==> src/rtl/ram_request_scheduler.sv <==
// Request scheduler in front of the SDRAM controller: queues CPU requests in a small
// FIFO, issues them one at a time as level strobes and injects periodic refreshes.
module ram_request_scheduler #(
    parameter int ADDR_W           = 22,
    parameter int DATA_W           = 16,
    parameter int DEPTH            = 4,
    parameter int REFRESH_INTERVAL = 780
) (
    input  logic              clk,
    input  logic              rst_n,
    input  logic              req_valid,
    output logic              req_ready,
    input  logic              req_write,
    input  logic [ADDR_W-1:0] req_addr,
    input  logic [DATA_W-1:0] req_wdata,
    output logic              resp_valid,
    output logic [DATA_W-1:0] resp_data,
    output logic              read_rq,
    output logic              write_rq,
    output logic              refresh_rq,
    output logic [ADDR_W-1:0] mem_addr,
    output logic [DATA_W-1:0] mem_wdata,
    input  logic [DATA_W-1:0] rd_data,
    input  logic              op_trigger,
    output logic              refresh_missed,
    output logic [1:0]        dbg_state
);
    localparam int PTR_W = $clog2(DEPTH);
    localparam int CNT_W = PTR_W + 1;
    localparam int REF_W = $clog2(REFRESH_INTERVAL + 1);
    localparam logic [REF_W-1:0] REF_RELOAD = REF_W'(REFRESH_INTERVAL - 1);

    localparam logic [1:0] ST_IDLE     = 2'd0;
    localparam logic [1:0] ST_BUSY     = 2'd1;
    localparam logic [1:0] ST_REF_WAIT = 2'd2;

    // Handshake: a request is taken on any clock edge where req_valid && req_ready.
    logic              fifo_write [DEPTH];
    logic [ADDR_W-1:0] fifo_addr  [DEPTH];
    logic [DATA_W-1:0] fifo_wdata [DEPTH];
    logic [PTR_W-1:0]  wr_ptr;
    logic [PTR_W-1:0]  rd_ptr;
    logic [CNT_W-1:0]  count;

    logic [1:0]        state;
    logic [REF_W-1:0]  ref_cnt;
    logic              refresh_pending;
    logic              ref_due;
    logic              take_ref;
    logic              push;
    logic              pop;

    assign req_ready = (count != CNT_W'(DEPTH));
    assign push      = req_valid && req_ready;
    assign pop       = (state == ST_BUSY) && op_trigger;
    assign dbg_state = state;

    // A refresh falling due this very cycle already outranks a queued request.
    assign ref_due  = (ref_cnt == '0);
    assign take_ref = (state == ST_IDLE) && (refresh_pending || ref_due);

    always_ff @(posedge clk) begin
        if (push) begin
            fifo_write[wr_ptr] <= req_write;
            fifo_addr[wr_ptr]  <= req_addr;
            fifo_wdata[wr_ptr] <= req_wdata;
        end
    end

    always_ff @(posedge clk or negedge rst_n) begin
        if (!rst_n) begin
            wr_ptr <= '0;
            rd_ptr <= '0;
            count  <= '0;
        end else begin
            if (push) wr_ptr <= wr_ptr + 1'b1;
            if (pop)  rd_ptr <= rd_ptr + 1'b1;
            case ({push, pop})
                2'b10:   count <= count + 1'b1;
                2'b01:   count <= count - 1'b1;
                default: count <= count;
            endcase
        end
    end

    always_ff @(posedge clk or negedge rst_n) begin
        if (!rst_n) begin
            ref_cnt         <= REF_RELOAD;
            refresh_pending <= 1'b0;
            refresh_missed  <= 1'b0;
        end else begin
            ref_cnt <= ref_due ? REF_RELOAD : ref_cnt - 1'b1;
            if (take_ref)     refresh_pending <= 1'b0;
            else if (ref_due) refresh_pending <= 1'b1;
            if (ref_due && refresh_pending) refresh_missed <= 1'b1;
        end
    end

    always_ff @(posedge clk or negedge rst_n) begin
        if (!rst_n) begin
            state      <= ST_IDLE;
            read_rq    <= 1'b0;
            write_rq   <= 1'b0;
            refresh_rq <= 1'b0;
            resp_valid <= 1'b0;
            resp_data  <= '0;
            mem_addr   <= '0;
            mem_wdata  <= '0;
        end else begin
            resp_valid <= 1'b0;
            case (state)
                ST_IDLE: begin
                    if (take_ref) begin
                        refresh_rq <= 1'b1;
                        state      <= ST_REF_WAIT;
                    end else if (count != '0) begin
                        mem_addr  <= fifo_addr[rd_ptr];
                        mem_wdata <= fifo_wdata[rd_ptr];
                        read_rq   <= !fifo_write[rd_ptr];
                        write_rq  <= fifo_write[rd_ptr];
                        state     <= ST_BUSY;
                    end
                end
                ST_BUSY: begin
                    if (op_trigger) begin
                        read_rq  <= 1'b0;
                        write_rq <= 1'b0;
                        if (read_rq) begin
                            resp_valid <= 1'b1;
                            resp_data  <= rd_data;
                        end
                        state <= ST_IDLE;
                    end
                end
                ST_REF_WAIT: begin
                    if (op_trigger) begin
                        refresh_rq <= 1'b0;
                        state      <= ST_IDLE;
                    end
                end
                default: state <= ST_IDLE;
            endcase
        end
    end
endmodule

==> config.mk <==
export PLATFORM = sky130hd
export DESIGN_NAME = ram_request_scheduler
export DESIGN_NICKNAME = d
export VERILOG_FILES = /design/src/rtl/ram_request_scheduler.sv
export SDC_FILE = /design/constraint.sdc
export NUM_CORES = 1
export LEC_CHECK = 0
export CAP_MARGIN = 20
export CORE_MARGIN = 8
export CORE_UTILIZATION = 45
export DETAILED_ROUTE_END_ITERATION = 8
export GPL_ROUTABILITY_DRIVEN = 0
export GPL_TIMING_DRIVEN = 0
export PLACE_DENSITY = 0.72
export SETUP_SLACK_MARGIN = 0.3
export SYNTH_ARGS = -nofsm -noshare
export SYNTH_HDL_FRONTEND = slang
export SYNTH_SLANG_ARGS = --single-unit
==> constraint.sdc <==
create_clock -name clk -period 3.18 [get_ports clk]
set_clock_uncertainty 0.15 [all_clocks]
set_input_delay 0.954 -clock clk [delete_from_list [all_inputs] [get_ports clk]]
set_output_delay 0.954 -clock clk [all_outputs]
set_load 0.005 [all_outputs]
# After elaboration in Yosys (flattened, before gate mapping)
# Memory sizes are Yosys's and may differ from the RTL's. A register that Yosys moved wholly into a read port is not among the register bits.
# Index checks and enable logic that the tools add are counted.
dict set report op_classes {
  eq_ne 12
  n_addsub 5
  reduce_logical 21
  muxes 22
  bitwise_logic 1
}
# operator count
set ops {}
lappend ops {{$mux 1} 13}
lappend ops {{$logic_not 10->1} 1}
lappend ops {{$mux 10} 1}
lappend ops {{$sub 10x1->10 const B} 1}
lappend ops {{$reduce_and 3->1} 3}
lappend ops {{$ne 2x2->1 const B} 4}
lappend ops {{$reduce_bool 2->1} 4}
lappend ops {{$mux 2} 3}
lappend ops {{$pmux 1 s2} 3}
lappend ops {{$pmux 3 s2} 1}
lappend ops {{$add 2x1->2 const B} 2}
lappend ops {{$eq 2x1->1 const B} 2}
lappend ops {{$eq 2x2->1 const B} 2}
lappend ops {{$logic_and 1x1->1} 4}
lappend ops {{$ne 2x1->1 const B} 2}
lappend ops {{$pmux 2 s2} 1}
lappend ops {{$reduce_and 4->1} 1}
lappend ops {{$add 3x1->3 const B} 1}
lappend ops {{$logic_not 1->1} 3}
lappend ops {{$ne 3x2->1 const B} 1}
lappend ops {{$ne 3x3->1 const B} 1}
lappend ops {{$reduce_bool 3->1} 1}
lappend ops {{$sub 3x1->3 const B} 1}
lappend ops {{$logic_not 2->1} 1}
lappend ops {{other kinds (4)} 4}
dict set report totals {
  regBits 41
  memories 3
  output_inout_bits 62
  mem_bits_rw 156
}
# name depth word_bits rd rd_clocked_by_memory_dff write_ports line
set mem_list {}
lappend mem_list {fifo_addr 4 22 1 1 1 39} ;# logic [ADDR_W-1:0] fifo_addr [DEPTH];
lappend mem_list {fifo_wdata 4 16 1 1 1 40} ;# logic [DATA_W-1:0] fifo_wdata [DEPTH];
lappend mem_list {fifo_write 4 1 1 0 1 38} ;# logic fifo_write [DEPTH];

# Depth between registers and ports, before layout
# Gate-level depths: netlist of the first run.
dict set report logic_depth {
  ltp_word 5
  depth_mapped 9
  ltp_nobuf 9
}

# Worst setup path after synthesis of the first run
# No wires, ideal clock.
dict set report synth_path {
  path_kind {in2reg}
  start {input req_valid}
  end {memory fifo_addr[3][0] (enable)}
  setup_ps 400
  setup_slack_ps 685
  arrival_time_ps 1945
  n_path_buf 0
  stages 1
  path_cell_list {and3_1}
}
dict set report synth_via {
  elab_chain_cells 3
}
# element line
set synth_rtl {}
lappend synth_rtl {{from (decl)} 11} ;# input logic req_valid,
lappend synth_rtl {{$logic_and 1x1->1} 54} ;# assign push = req_valid && req_ready;
lappend synth_rtl {{$mux 1} 63} ;# if (push) begin
lappend synth_rtl {{$mux 1 (implied by the code)} 65} ;# fifo_addr[wr_ptr] <= req_addr;
lappend synth_rtl {{to (decl)} 39}
# Every way passes these cells.

# Worst setup path after layout of the first run
dict set report layout_path {
  start {input req_valid}
  end {register count[2]}
}
dict set report layout_via {
  elab_chain_cells 3
}
# element line
set layout_rtl {}
lappend layout_rtl {{$logic_and 1x1->1 (*)} 54}
lappend layout_rtl {{$eq 2x1->1 / $eq 2x2->1 (equally long branches)} 78} ;# case ({push, pop})
lappend layout_rtl {{$pmux 3 s2 / $reduce_bool 2->1 (equally long branches)} -}
lappend layout_rtl {{to (signal assigned)} 79} ;# 2'b10: count <= count + 1'b1;
lappend layout_rtl {{to (signal assigned)} 80} ;# 2'b01: count <= count - 1'b1;
lappend layout_rtl {{to (signal assigned)} 81} ;# default: count <= count;
lappend layout_rtl {{to (decl)} 43} ;# logic [CNT_W-1:0] count;
# Every way passes the cells marked *; elsewhere a longest branch is shown, timed or not.
# A chain may end at the register's enable or synchronous reset.

==> results of run 1 <==
==> stage by stage <==
step / instances / cell area, um2 / setup TNS, ns / power (mW) / hold WS, ns
after CTS: 882 / 11500 / 0 / 11.0 / 0.192
after global routing: 882 / 11500 / 0 / 11.4 / 0.200
after detailed placement: 838 / 10700 / 0 / 8.33 / 0.303
final: 882 / 11500 / 0 / 10.8 / 0.197
after floorplan: 443 / 9070 / 0 / 6.77 / 0.285
after global placement: 833 / 10600 / -258.61 / 8.16 / 0.295
==> power by group through the flow <==
stage | Clock [mW] | Sequential, mW | Combinational (mW)
after floorplan | 0 | 4.52 | 2.25
after global routing | 2.81 | 4.59 | 3.98
after CTS | 2.68 | 4.51 | 3.78
after global placement | 0 | 4.56 | 3.60
after detailed placement | 0 | 4.56 | 3.77
final | 2.60 | 4.50 | 3.67
==> final cells by class <==
type                            count  area, um2
Timing Repair Buffer              125       1310
Clock inverter                     12       77.6
Sequential cell                   235       6670
Fill cell                        1518       8510
Clock buffer                       32        662
Buffer                             15       93.8
Multi-Input combinational cell    180       2260
Inverter                           13       48.8
Tap cell                          270        338
==> cell families after synthesis <==
group / count (synthesis) / share of synthesized area, %
flip-flops: 235 / 73.5
multiplexers: 95 / 18.2
AND/OR/NAND/NOR: 44 / 2.51
buffers and inverters: 28 / 1.57
AO/OA/AOI/OAI: 20 / 1.60
adder cells (fa/ha/maj): 11 / 1.60
XOR/XNOR: 10 / 0.966
==> routing by layer <==
layer  up-vias  global-route usage (%)  wire length, um
met3        25                    3.88             1270
met2       111                    23.2             8190
met4         2                    3.46              256
li1       2025                       -                -
met5         -                       0               13
met1      2249                    17.9             7370
==> state kept, by name, indices dropped and copies added (netlist names) <==
register / flops
fifo_addr: 88
fifo_wdata: 64
mem_addr: 22
mem_wdata: 16
resp_data: 16
ref_cnt: 10
fifo_write: 4
count: 3
dbg_state: 2
rd_ptr: 2
wr_ptr: 2
read_rq: 1
refresh_missed: 1
refresh_pending: 1
refresh_rq: 1
resp_valid: 1
write_rq: 1
==> worst max path at each step <==
stage / from / endpoint / slack [ns] / cells after the start
floorplan: req_valid / fifo_addr[3][0] / 0.68 / 1
detailed placement: req_valid / count[2] / 0.11 / 8
global route: req_valid / count[2] / 0.49 / 8
global placement: rst_n / mem_addr[9] / -2.08 / 1
finish: req_valid / count[2] / 0.59 / 8
CTS: count[0] / req_ready / 0.31 / 3
==> placed cells by master, fill, tap and decap left out, types with 11 or more instances in the layout <==
cell               n
clkbuf_1          11
clkbuf_16         25
clkdlybuf4s50_1  118
dfrtp_1           73
edfxtp_1         156
inv_1             13
mux2_2            18
mux2_4            38
mux4_2            39
nand2_1           13
==> timing repair <==
item	CTS	global route
setup endpoints to repair	0	1
hold buffers	0	0
buffers inserted	0	0
resized for setup	0	3
==> critical path: stages <==
cell,delay [ns]
clkdlybuf4s50_1,0.52
and2_1,0.22
inv_1,0.06
ha_1,0.24
fa_1,0.41
xnor2_1,0.21
nor2_1,0.08
xor2_1,0.14
==> flow_summary.ini, run 1 <==
[sta]
max_freq_ghz = 0.386
slew_violations = 0
setup_violations = 0
setup_slack_ns = 0.588
relSlewSlack_pct = 53.4
rsz0062_at_grt = false
fin_crit_sh_pct = 81.5
fin_crit_ns = 2.59
worstMarginPinSlew_ns = 0.700
hold_violations = 0

[critical_path]
crit_path_start_kind = primary input
crit_arrival_ns = 2.82
cp_max_fo = 5
cp-end-kind = flip-flop
reg2reg_to = count[2]
worstSetupPathType = primary input to flip-flop
crit_required_ns = 3.41
r2r.worst_path.cells = 9
rrSetupSlack_ns = 0.89
r2r-start = dbg_state[1]

[logic_synthesis]
syn_inst = 443
synth_top_area_share_pct = 51.7
synth.yosys.seq_area_share_pct = 73.5
ys_top_cells_by_area = edfxtp_1 52%, dfrtp_1 20%, mux4_2 9.7%
async_reset_ff_share_pct = 33.6
synth_seq_cells = 235
synth_common_cells = 156 x edfxtp_1, 74 x dfrtp_1, 39 x mux4_2
synth_area_um2 = 9070
yosysMostFrequentCell = edfxtp_1
synth-edff-count = 156
synth_top_cell_by_area = edfxtp_1
ys_warn_count = 0
yosysUniqueCellTypes = 38
syn_avg_cell_area_um2 = 20.5
synth_flop_cell = edfxtp_1
synth_nets = 513

[global_routing]
globalRouteTotalUtil_pct = 14.0
grt_pass1_vias = 4865
overflow = 0
grt_max_degree = 63
grt_first_pass_wirelength_um = 27000
antenna_found_initial = 1

[route]
wl_per_cell_um = 19.4
drc = 0
final_antenna_net_count = 0
drt_iter0_markers = 202
vias = 4412
viasPerCell = 5.00
drtPass1Iterations = 4
wl_um = 17100

[clock_network]
cts_sinks = 235
clk_pin_slew_ns = 0.06
cts_made_buffers = 24
root_buffer = clkbuf_16
cts_tree = built
htree_levels = 1
insertion_delay_ns = 0.50
clk_path_buf_depth = 3

[floorplanning]
fp.dieW_um = 158
die-area_um2 = 24900
ios = 121
num_rows = 52
start_util_pct = 45.4
die_height_um = 158
fp.coreArea_um2 = 20000

[worst_hold_path]
hold_class = primary input to async pin

[power]
pwr-share-clk_pct = 24.1
pwr-share-seq_pct = 41.8
combPwrFrac_pct = 34.1
p_switching_mw = 2.84
vdd_drop_max_mv = 0.373
p_leak_nw = 4.27
p_int_mw = 7.93
sw_frac_of_total_pct = 26.4
power_density_nw_per_um2 = 940

[place]
io_buffers = 120
dp_hpwl_um = 11100
pre_cts_ws_ns = 0.108

[final_layout]
areaGrowthSynthToFinish_pct = 26.4
antenna-diode-count = 0
fin_nets = 664
fin_util_pct = 57.4
drive_gt1_share_pct = 25.8

[run]
max-cap-violations = 0

[status]
outcome = completed
No activity file was read; power rests on OpenSTA's default activity.
==> run 2, diff against run 1 <==
Settings changed: PLACE_DENSITY 0.72 to 0.75.
Clock period 3.18 ns to 2.36 ns, I/O delays scaled along.
==> flow_summary.ini, run 2 (synthesized netlist as in run 1, its figures left out) <==
[place]
dp_hpwl_um = 11200
io_buffers = 120
placed_area_um2 = 10700
pre_cts_ws_ns = -0.449

[critical_path]
cp_common_cell = buf_12
r2r-start = ref_cnt[0]
crit_required_ns = 2.60
r2r.worst_path.cells = 8
crit_path_end = mem_addr[4]
critPathLaunch = ref_cnt[0]
max_stage_delay_ns = 0.54
path_cells = inv_2, ha_4, nor2b_4, a311oi_2, nand2_2, buf_12, buf_12, mux2_4
worstSetupPathType = flip-flop to flip-flop
rrSetupSlack_ns = 0.1
crit_arrival_ns = 2.50
crit_path_start_kind = flip-flop
cp_top_family = flip-flops
cp.depth = 8
cp-end-kind = flip-flop
critPathBufInv = 3
cp_slowest_cell = dfstp_2
reg2reg_to = mem_addr[4]
cp_max_fo = 10

[floorplanning]
fp.coreArea_um2 = 20000
fp.dieW_um = 158
start_util_pct = 45.4
num_rows = 52
die-area_um2 = 24900
die_height_um = 158
ios = 121

[clock_network]
cts_made_buffers = 25
insertion_delay_ns = 0.50
root_buffer = clkbuf_16
clk_pin_slew_ns = 0.06
cts_tree = built
htree_levels = 1
clk_path_buf_depth = 3
cts_sinks = 235

[sta]
slew_violations = 0
setup_violations = 0
hold_violations = 0
rsz0062_at_grt = true
finalSetupTns_ns = 0
fin_crit_ns = 2.26
fin_crit_sh_pct = 95.9
relSlewSlack_pct = 53.3
max_freq_ghz = 0.442
worstMarginPinSlew_ns = 0.701
setup_slack_ns = 0.0961

[final_layout]
regMostFlops = fifo_addr
drive_gt1_share_pct = 34.5
antenna-diode-count = 0
top_regs = fifo_addr x88, fifo_wdata x64, mem_addr x22
num-fill-cells = 1495
fin_nets = 707
fin_util_pct = 60.3
layout_common_cells = 156 x edfxtp_1, 73 x dfrtp_1, 55 x clkdlybuf4s50_1
areaGrowthSynthToFinish_pct = 32.9
final_area_um2 = 12100
final_common_cell = edfxtp_1
largest_reg_flops = 88

[global_routing]
met2_usage_pct = 26.5
grt_use_met3_pct = 3.74
grt_first_pass_wirelength_um = 28700
use_met1_pct = 17.9
overflow = 0
globalRouteTotalUtil_pct = 15.0
antenna_found_initial = 0
grt_max_degree = 59
busiest_layer = met2
grt_pass1_vias = 5232

[status]
outcome = completed

[route]
final_antenna_net_count = 0
drtPass1Iterations = 4
drc = 0
viasPerCell = 5.03
wl_um = 18400
drt_iter0_markers = 170
wl_per_cell_um = 19.9
vias = 4652

[power]
fin_total_pwr_mw = 15.7
power_density_nw_per_um2 = 1300
p_leak_nw = 4.66
vdd_drop_max_mv = 0.692

[worst_hold_path]
hold_class = flip-flop to flip-flop

[run]
max-cap-violations = 0
run 2: cell types whose count changed in the layout (fill, tap and decap cells not counted), sizes merged:
| cell | previous run | this run |
|---|---|---|
| clkdlybuf4s50 | 118 | 55 |
| dlygate4sd2 | 0 | 43 |
| buf | 16 | 57 |
| clkdlybuf4s15 | 0 | 19 |
| bufinv | 1 | 5 |
| clkinv | 11 | 7 |
| clkinvlp | 0 | 2 |
| dlygate4sd3 | 0 | 1 |
run 2: final cells by class:
class                           instances  area, um2  share of cell area (%)
Inverter                               13       51.3                   0.426
Sequential cell                       235       6670                    55.3
Buffer                                 15        139                    1.15
Tap cell                              270        338                    2.80
Clock buffer                           31        678                    5.63
Timing Repair Buffer                  167       1600                    13.3
Clock inverter                         14        203                    1.68
Multi-Input combinational cell        180       2370                    19.7
run 2: how the worst min path moves through the flow:
| stage | startpoint | endpoint | slack [ns] | cells past startpoint |
|---|---|---|---|---|
| global route | refresh_missed | refresh_missed | 0.34 | 1 |
| detailed placement | refresh_missed | refresh_missed | 0.30 | 1 |
| global placement | refresh_missed | refresh_missed | 0.29 | 1 |
| finish | refresh_missed | refresh_missed | 0.31 | 1 |
| floorplan | rst_n | count[0] | 0.26 | 0 |
| CTS | refresh_missed | refresh_missed | 0.31 | 1 |
run 2: routing by layer:
metal	share of wire (%)	wire, um	vias up
met5	0	0	-
met4	1.6	298	0
met3	6.9	1260	29
met2	51	9350	133
met1	41	7450	2380
li1	-	-	2110
run 2: through the flow:
| stage | hold slack (ns) | cells |
|---|---|---|
| 4_1_cts | 0.313 | 907 |
| 6_report | 0.310 | 925 |
| 3_3_place_gp | 0.293 | 833 |
| 2_1_floorplan | 0.262 | 443 |
| 3_5_place_dp | 0.305 | 834 |
| 5_1_grt | 0.341 | 925 |
run 2: what timing repair did:
action,CTS,global route
hold buffers,1,0
pin swaps,5,8
gates resized for setup,102,24
endpoints found under the setup margin,269,76
gates cloned,3,0
buffers inserted,24,18
hold endpoints to repair,21,0
run 2: power by group:
group / leakage [nW] / internal, mW / switching [mW] / total, mW
registers: 2.36 / 5.60 / 0.453 / 6.06
logic: 1.88 / 3.36 / 2.19 / 5.55
clock network: 0.429 / 2.58 / 1.52 / 4.11
run 2: worst reg2reg max path: cells and delay by family (launching register included):
kind,cells,cell delay (ns)
DFF,1,0.54
buffers and inverters,3,0.40
AOI/OAI and AO/OA,1,0.32
muxes,1,0.30
and+or+nand+nor,2,0.29
adders and majority gates,1,0.15
==> run 3, diff against run 2 <==
Settings changed: ABC_CLOCK_PERIOD_IN_PS from default to 2360, CORE_UTILIZATION 45 to 57, DONT_BUFFER_PORTS from default to 1, PLACE_DENSITY 0.75 to 0.8.
==> flow_summary.ini, run 3 (synthesized netlist as in run 1, its figures left out) <==
[critical_path]
crit_required_ns = 2.60
crit_path_start_kind = flip-flop
crit_arrival_ns = 2.54
worstSetupPathType = flip-flop to flip-flop
cp_max_fo = 5
rrSetupSlack_ns = 0.06
cp-end-kind = flip-flop

[place]
placed_cells = 659
io_buffers = 0
dp_hpwl_um = 9890

[global_routing]
overflow = 0
grt_max_degree = 80
antenna_found_initial = 0
globalRouteTotalUtil_pct = 17.0
grt_pass1_vias = 4497
grt_first_pass_wirelength_um = 26200

[floorplanning]
fp.coreArea_um2 = 15700
ios = 121
num_rows = 46
die-area_um2 = 20200
fp.dieW_um = 142
die_height_um = 142
start_util_pct = 57.7

[route]
final_antenna_net_count = 0
viasPerCell = 5.70
wl_um = 16700
drt-met1-wl_um = 6480
vias = 4102
drc = 0
route.met2.wl_um = 8300
drtPass1Iterations = 4
wl_per_cell_um = 23.2
drt_iter0_markers = 189
highest_layer = met4
wl_met3_um = 1700

[clock_network]
cts_sinks = 235
cts_tree = built
cts_made_buffers = 24
htree_levels = 1
clk_pin_slew_ns = 0.06
root_buffer = clkbuf_16
clk_path_buf_depth = 3
insertion_delay_ns = 0.51

[final_layout]
layout_common_cells = 156 x edfxtp_1, 72 x dfrtp_1, 39 x mux4_2
final_cells = 720
drive_gt1_share_pct = 38.1
antenna-diode-count = 0
top_regs = fifo_addr x88, fifo_wdata x64, mem_addr x22
num-fill-cells = 1003
areaGrowthSynthToFinish_pct = 15.7
fin_nets = 556
largest_reg_flops = 88
regMostFlops = fifo_addr
final_common_cell = edfxtp_1

[power]
vdd_drop_max_mv = 0.801
p_leak_nw = 3.90
p_switching_mw = 3.92
pwr-share-clk_pct = 25.1
combPwrFrac_pct = 30.5
p_int_mw = 10.2
power_density_nw_per_um2 = 1350
sw_frac_of_total_pct = 27.8
pwr-share-seq_pct = 44.4

[sta]
finalSetupTns_ns = 0
fin_crit_sh_pct = 97.5
rsz0062_at_grt = true
slew_violations = 0
setup_violations = 0
max_freq_ghz = 0.435
hold_violations = 79
worstMarginPinSlew_ns = 0.702
whs_ns = -0.264
relSlewSlack_pct = 53.2
fin_crit_ns = 2.30

[run]
max-cap-violations = 0

[status]
violations = hold timing
outcome = finished with violations

[worst_hold_path]
hold_class = primary input to async pin
## run 3: changes by cell type in the layout (fill, tap and decap cells not counted), sizes merged, moves of 2 or more
cell           previous run  this run
clkdlybuf4s50            55         0
clkbuf                   37        35
bufinv                    5         1
buf                      57        27
clkinv                    7        10
clkdlybuf4s15            19         0
dlygate4sd2              43         0
## run 3: timing repair
action,CTS,global route
hold endpoints to repair,79,79
endpoints found under the setup margin,208,112
cloned,3,0
gates resized for setup,29,12
pin swaps,6,1
setup buffers,11,1
## run 3: cell type report
class                   count  area [um2]  area share (%)
flip-flops and latches    235        6670            63.6
multi-input cells         180        2380            22.7
clock buffers              30         643            6.13
well taps                 216         270            2.58
repair buffers             17         235            2.24
plain buffers              15         135            1.29
clock inverters            14         110            1.05
inverters                  13        48.8           0.465
## run 3: critical path: stages, from the launching register on
cell      delay [ns]
dfstp_2         0.56
inv_2           0.06
ha_4            0.15
nor2b_4         0.12
a311oi_2        0.30
nand2_2         0.16
buf_6           0.15
buf_6           0.11
buf_16          0.13
mux2_4          0.29
## run 3: layer usage
| metal | vias up | global-route usage (%) |
|---|---|---|
| li1 | 1808 | - |
| met1 | 2137 | 20.5 |
| met2 | 135 | 28.6 |
| met3 | 22 | 6.47 |
| met4 | 0 | 3.79 |
| met5 | - | 0 |
## run 3: final timing paths
check                                   from                to  depth (start not counted)
worst max register to register    ref_cnt[1]      mem_wdata[4]                          9
worst max-delay path              ref_cnt[1]      mem_wdata[4]                          9
min in group clk                req_wdata[3]  fifo_wdata[1][3]                          0
max in group asynchronous              rst_n        ref_cnt[9]                          0
worst min-delay path                   rst_n      mem_wdata[7]                          0
worst min register to register    ref_cnt[9]        ref_cnt[9]                          2
## run 3: through the flow
stage	worst slack, ns	total power, mW	hold WS (ns)	utilization, %	area (um2)
6_report	0.0600	14.1	-0.264	66.8	10500
3_5_place_dp	0.0778	10.1	0.265	59.6	9360
5_1_grt	-0.00315	14.8	-0.283	66.8	10500
4_1_cts	0.0718	14.2	-0.282	66.1	10400
3_3_place_gp	0.117	9.88	0.266	59.6	9360
2_1_floorplan	0.313	9.13	0.262	-	9090
## run 3: power by group through the flow
| stage | logic, mW | clock network [mW] | registers (mW) |
|---|---|---|---|
| global placement | 3.57 | 0 | 6.31 |
| floorplan | 3.05 | 0 | 6.08 |
| CTS | 4.29 | 3.61 | 6.29 |
| detailed placement | 3.70 | 0 | 6.37 |
| finish | 4.31 | 3.54 | 6.27 |
| global route | 4.66 | 3.79 | 6.39 |
